===== src/rtl/result_capture_fifo.sv =====
// Result capture FIFO: buffers 20-bit datapath results and keeps a running sum and
// saturating count of accepted words. Define CAPTURE_PARITY_EN to store even parity per entry.
module result_capture_fifo #(
  parameter int unsigned DATA_W = 20,
  parameter int unsigned DEPTH  = 4,
  parameter int unsigned SUM_W  = 24,
  parameter int unsigned CNT_W  = 8
) (
  input  logic                     clk,
  input  logic                     rst,
  input  logic                     in_valid,
  input  logic [DATA_W-1:0]        in_data,
  output logic                     in_ready,
  output logic                     out_valid,
  output logic [DATA_W-1:0]        out_data,
  input  logic                     out_ready,
  input  logic                     clear,
  output logic [SUM_W-1:0]         sum,
  output logic [CNT_W-1:0]         count,
  output logic                     sat,
  output logic [$clog2(DEPTH):0]   level
`ifdef CAPTURE_PARITY_EN
  ,
  output logic                     out_parity
`endif
);

  localparam int unsigned PTR_W = $clog2(DEPTH);
  localparam int unsigned LVL_W = PTR_W + 1;
`ifdef CAPTURE_PARITY_EN
  localparam int unsigned ENTRY_W = DATA_W + 1;
`else
  localparam int unsigned ENTRY_W = DATA_W;
`endif

  logic [ENTRY_W-1:0] mem [DEPTH];
  logic [PTR_W-1:0]   wr_ptr;
  logic [PTR_W-1:0]   rd_ptr;
  logic               push_c;
  logic               pop_c;
  logic [ENTRY_W-1:0] wr_entry_c;
  logic [ENTRY_W-1:0] head_c;

  // Handshake status comes from registered occupancy only, so out_ready never reaches in_ready.
  assign in_ready  = (level != LVL_W'(DEPTH));
  assign out_valid = (level != '0);
  assign push_c    = in_valid && in_ready;
  assign pop_c     = out_valid && out_ready;

`ifdef CAPTURE_PARITY_EN
  assign wr_entry_c = {^in_data, in_data};
`else
  assign wr_entry_c = in_data;
`endif

  assign head_c   = mem[rd_ptr];
  assign out_data = head_c[DATA_W-1:0];
`ifdef CAPTURE_PARITY_EN
  assign out_parity = head_c[DATA_W];
`endif

  // Storage, pointers and occupancy; reset wipes contents so the head reads zero.
  always_ff @(posedge clk) begin
    if (rst) begin
      for (int i = 0; i < DEPTH; i++) mem[i] <= '0;
      wr_ptr <= '0;
      rd_ptr <= '0;
      level  <= '0;
    end else begin
      if (push_c) begin
        mem[wr_ptr] <= wr_entry_c;
        wr_ptr      <= wr_ptr + PTR_W'(1);
      end
      if (pop_c) rd_ptr <= rd_ptr + PTR_W'(1);
      if (push_c && !pop_c)      level <= level + LVL_W'(1);
      else if (pop_c && !push_c) level <= level - LVL_W'(1);
    end
  end

  // Checksum statistics; clear takes effect first so a same-cycle push is counted afresh.
  always_ff @(posedge clk) begin
    if (rst) begin
      sum   <= '0;
      count <= '0;
      sat   <= 1'b0;
    end else if (clear) begin
      sum   <= push_c ? SUM_W'(in_data) : '0;
      count <= push_c ? CNT_W'(1) : '0;
      sat   <= 1'b0;
    end else if (push_c) begin
      sum <= sum + SUM_W'(in_data);
      if (count == {CNT_W{1'b1}}) sat <= 1'b1;
      else                        count <= count + CNT_W'(1);
    end
  end

endmodule


===== config.mk =====
export PLATFORM = sky130hd
export DESIGN_NAME = result_capture_fifo
export DESIGN_NICKNAME = d
export VERILOG_FILES = /design/src/rtl/result_capture_fifo.sv
export SDC_FILE = /design/constraint.sdc
export NUM_CORES = 1
export LEC_CHECK = 0
export BUFFER_PORTS_ARGS = -buffer_cell sky130_fd_sc_hd__clkbuf_2
export CORE_ASPECT_RATIO = 1.75
export CORE_MARGIN = 5
export CORE_UTILIZATION = 60
export CTS_CLUSTER_DIAMETER = 200
export CTS_CLUSTER_SIZE = 25
export DETAILED_ROUTE_END_ITERATION = 7
export PLACE_DENSITY = 0.86
export SLEW_MARGIN = 40
export SYNTH_ARGS = -nofsm -noshare
export SYNTH_HDL_FRONTEND = slang
export SYNTH_SLANG_ARGS = --single-unit

===== constraint.sdc =====
create_clock -name clk -period 5 [get_ports clk]
set_clock_uncertainty 0.15 [all_clocks]
set_input_delay 0 -clock clk [delete_from_list [all_inputs] [get_ports clk]]
set_output_delay 0 -clock clk [all_outputs]
set_load 0.1 [all_outputs]

## Word level (Yosys, flattened, before mapping)

Memories as Yosys holds them, arrays and structs flattened. A register that Yosys moved wholly into a read port is not among the register bits.
Index checks and enable logic that the tools add are counted.

| operators by class | value |
|---|---|
| add/subtract/negate cells | 6 |
| equal/unequal tests | 3 |
| mux-type cells | 19 |
| reductions and logical operators | 13 |

Operator list:

| cell | number |
|---|---|
| 24-bit 2-to-1 mux | 2 |
| 20-bit 2-to-1 mux | 2 |
| 24-bit by 20-bit adder with 24-bit output | 1 |
| 8-bit 2-to-1 mux | 3 |
| 20-bit OR reduction | 1 |
| 8-bit by 1-bit adder with 8-bit output (second input constant) | 1 |
| 8-bit equality test (second input constant) | 1 |
| 1-bit 2-to-1 mux | 7 |
| 2-bit 2-to-1 mux | 3 |
| 3-bit 2-to-1 mux | 2 |
| 2-bit by 1-bit adder with 2-bit output (second input constant) | 2 |
| 1-bit logical AND | 4 |
| 2-bit AND reduction | 2 |
| 2-bit nonzero test | 2 |
| 3-bit by 1-bit adder with 3-bit output (second input constant) | 1 |
| 3-bit inequality test (second input constant) | 1 |
| 3-bit nonzero test | 1 |
| 3-bit by 1-bit subtractor with 3-bit output (second input constant) | 1 |
| 1-bit zero test | 2 |
| 2-bit inequality test (second input constant) | 1 |
| 2-bit OR reduction | 1 |

| storage, ports and cells | value |
|---|---|
| register bits after elaboration | 40 |
| bits in writable memories | 80 |
| output and inout bits | 58 |
| memories | 1 |

Memories:

| name | words | width | rd ports | clocked after Yosys merged registers in | wr ports | line | source |
|---|---|---|---|---|---|---|---|
| mem | 4 | 20 | 1 | 1 | 4 | 36 | `logic [ENTRY_W-1:0] mem [DEPTH];` |

## Longest topological paths before layout

| depth | value |
|---|---|
| word-level depth | 7 |
| mapped depth | 12 |

## Least setup slack after synthesis

Ideal clock, no wire load.

| timing path | value |
|---|---|
| kind | reg-to-reg |
| start point | register level[0] |
| end point | register level[2] |
| library setup time | 0.070 ns |
| data arrival time | 4.104 ns |
| data required time | 4.780 ns |
| setup slack | 0.675 ns |
| cell stages (with the launch flop) | 13 |
| buffers on the path | 2 |
| clock period less this slack | 4.325 ns |
| path through | dfxtp_1 > nor2_1 > nand2_1 > nand2_1 > inv_1 > clkbuf_1 > buf_2 > ha_1 > inv_1 > fa_1 > xor2_1 > or3_1 > a21oi_1 |

| between the ends | value |
|---|---|
| word-level cells in the longest chain between the ends | 5 |
| elaborated cells between the ends (all ways) | 13 |
| classes of those cells | add/sub: 2; eq/ne: 1; mux: 2; reduce/logical: 8 |

RTL lines:

| what | line | source |
|---|---|---|
| start: declaration | 21 | `output logic [$clog2(DEPTH):0] level` |
| start signal: assignment | 75 | `if (push_c && !pop_c) level <= level + LVL_W'(1);` |
| start signal: assignment | 76 | `else if (pop_c && !push_c) level <= level - LVL_W'(1);` |
| 3-bit inequality test (*) | 45 | `assign in_ready = (level != LVL_W'(DEPTH));` |
| net in_ready | 13 | `output logic in_ready,` |
| 1-bit logical AND (*) | 47 | `assign push_c = in_valid && in_ready;` |
| net push_c | 39 | `logic push_c;` |
| 1-bit zero test | 76 |  |
| 1-bit logical AND | 76 |  |
| 2-bit nonzero test (no source line) | n/a |  |

Mark *: on every way through the listed nets, which the timed path passes. The rest lies on a longest branch. The select of a mux whose other input is x is not followed.
A chain may end at the register's enable or synchronous reset.

## Worst setup path after layout

| timing path | value |
|---|---|
| start point | register level[0] |
| end point | register level[2] |

| between the ends | value |
|---|---|
| word-level cells in the longest chain between the ends | 5 |
| elaborated cells between the ends (all ways) | 13 |
| classes of those cells | add/sub: 2; eq/ne: 1; mux: 2; reduce/logical: 8 |

RTL lines:

| what |
|---|
| parallel branches: the longest is 5 deep, another holds 3-bit by 1-bit subtractor with 3-bit output |

Parallel ways; which one is timed is not known. The select of a mux whose other input is x is not followed.

==> impl_results.md <==
* Post-synthesis mux area share at 0.0785
* Sw Share at 0.437
* Clock sink count at 122
* TritonCTS buffer count at 17
* Setup Buffers After CTS at 0
* Synthesis-stage register bit count at 122
* Logic pwr share at 0.395
* Worst-Skew Late Latency at roughly 0.42 ns
* Post-route ant nets at 0
* DIE HEIGHT at 145 um
* DP Area at between 6000 and 7000 sq um
* Drc violations at 0
* VDD IR max at about 0.46 mV
* Yosys cell types at 55
* First-pass DRT Iterations at 5
* Arrival @ worst endpoint at approximately 3.1 ns
* Critical path fanouts, max at 28
* Compound-Gate Fraction of Synth Area at 0.123
* Hold_ws at approximately 0.10 ns
* Buffers on Ports at 82
* Internal power at 2.34 mW
* Core area at 10200 sq um
* Cell taking the most area after synthesis: edfxtp_1
* Period utilization at 0.591
* Final setup margin at 2.04 ns
* Fin crit period at roughly 3.0 ns
* Cells after Synth at slightly below 600
* Yosys warnings at 0
* Final WL at ~16000 um
* Yosys top cell area share at 0.385
* Routability-driven placement congestion ratio at 0.919
* Critical Path RT at 5.18 ns
* Setup TNS at 0 ns
* Share of cells above drive strength 1 at 0.221
* Full die area at 12600 sq um
* ANT cells at 0
* Reg-to-reg slack, setup at between 2 and 2.5 ns
* GRT Resource Usage Total at 0.262
* Post-synthesis sequential area ratio at 0.519
* Via count at around 5000
* Cell Pwr Density at 549 nW/um^2
* DIE WIDTH at 87.1 um
* Pre-CTS WS at 2.19 ns
* First-pass GRT wire length at 25400 um
* Syn nets at 627
* Synth Area in XOR/XNOR at 0.0309
* # setup viols final at 0
* Reg clk slew, reported paths at ~0.06 ns
* Initial antenna violation count at 0
* Switch Pwr at 1.82 mW
* Via-per-instance ratio at 6.09
* Final count of hold timing violations at 0
* Async SR Flop Fraction at 0
* Max Freq at between 300 and 400 MHz
* Post-Synth Simple-Gate Area at 0.163
* WS Path Type: flop to flop
* RSZ-0062 raised after global routing: false
* # H-tree levels at 4
* Syn Area/Cell at 10.8 sq um
* Commonest non-fill, non-tap cells in the layout: 82 x clkbuf_2, 80 x edfxtp_1, 76 x nor2_1
* Final Power at a little over 4 mW
* Util after Layout at 0.739
* CP endpoint kind: flop
* Largest cells by area after synthesis: edfxtp_1 38%, dfxtp_1 13%, mux4_2 7.2%
* Clock share of power at 0.295
* Starting Density at 0.610
* Total gr overflow at 0
* Synth Area in Adders at 0.0505
* Number of flops mapped to enable cells by yosys at 80
* Most common cell after layout, fill and taps aside: clkbuf_2
* Post-Synthesis Cell Area at 6240 sq um
* Final net count at 727
* Drt initial violations at 357
* Ports at 83
* Leakage power at between 3 and 4 nW
* Drt wl/cell at 19.2 um
* HPWL Detailed at 9950 um
* Slew at the pin with the worst max-slew slack at just over 0.8 ns
* Clk buf depth at 2
* Clock root buffer: clkbuf_16
* Status: finished, final reports clean
* Vias in the first global route at 5235
* # placed instances at 765
* Main combinational cell family by area after synthesis: simple AND/OR/NAND/NOR gates
* Site Rows at 49
* Worst relative slew slack at 0.462
* Share of power burned in registers at 0.310
* Post-Layout Inst Area at between 7000 and 8000 sq um
* Area Growth Syn to Fin at 21.2%
* TritonCTS clock tree: done
* Most used DFF post-synth: edfxtp_1
* Slew Viols, Final at 0
* Number of max-cap violations at 0
* Final instance count without filler cells at 818
* Type of origin of the critical path: flop
* Hold Crit Class: input port to flop
* Maximum number of pins on one net before global-route repair at 37
## Yosys cell counts, types with 6 or more instances
library cell / n
o21ai_0: 9
nand2b_1: 8
nand3_1: 17
edfxtp_1: 80
a21o_1: 14
and3_1: 7
ha_1: 22
nor3_1: 7
clkbuf_1: 26
and2_1: 23
mux4_2: 20
nor2_1: 76
a22oi_1: 6
nand2_1: 52
dfxtp_1: 42
a31oi_1: 6
inv_1: 29
a21oi_1: 35
xnor2_1: 12
xor2_1: 10
## cell families after synthesis
family,Yosys count
flops,122
xor+xnor,22
buf+inv,58
mux,24
compound gates,112
simple gates,216
fa+ha+maj,24
## worst max-delay path, stage by stage, from the launching register on
cell and delay (ns):
dfxtp_1 0.43, nor2_1 0.08, nand2_1 0.08, nand2_1 0.05
buf_4 0.22, inv_1 0.41, ha_1 0.30, inv_1 0.07
fa_1 0.38, xor2_1 0.18, or3_1 0.34, a21oi_1 0.16
## power groups by stage
stage / Combinational [mW] / Sequential [mW] / Clock, mW
after floorplan: 1.13 / 1.50 / 0
after CTS: 1.63 / 1.29 / 1.22
after global routing: 1.72 / 1.30 / 1.29
after global placement: 1.58 / 1.29 / 0
after detailed placement: 1.61 / 1.30 / 0
final: 1.64 / 1.29 / 1.23
## final cells by class
| class | instances | area, sq um |
|---|---|---|
| well taps | 127 | 159 |
| flip-flops and latches | 122 | 3240 |
| clock inverters | 14 | 164 |
| repair buffers | 110 | 673 |
| multi-input cells | 398 | 2790 |
| fillers | 643 | 2670 |
| clock buffers | 18 | 429 |
| inverters | 29 | 109 |
## repair_timing
item / in CTS / in global routing
resized for setup: 0 / 0
hold buffers: 21 / 0
endpoints found under the hold margin: 104 / 0
## per-layer routing
layer | vias to the layer above | global-route usage | part of all wire
met2 | 232 | 0.455 | 0.53
met5 | - | 0 | 0
met4 | 0 | 0.127 | 0.043
met1 | 2395 | 0.290 | 0.36
met3 | 63 | 0.0681 | 0.065
li1 | 2288 | - | -
## registers in the layout, indices dropped and copies added (netlist names), named ones only
signal,count
mem,80
level,3
sum,24
sat,1
count,8
rd_ptr,2
wr_ptr,2
## final timing paths
kind	from	to	cells after the start
max	level[0]	level[2]	11
min	in_valid	sum[11]	6
max reg2reg	level[0]	level[2]	11
min reg2reg	sat	sat	2
Power figures use the tool's default switching activity.
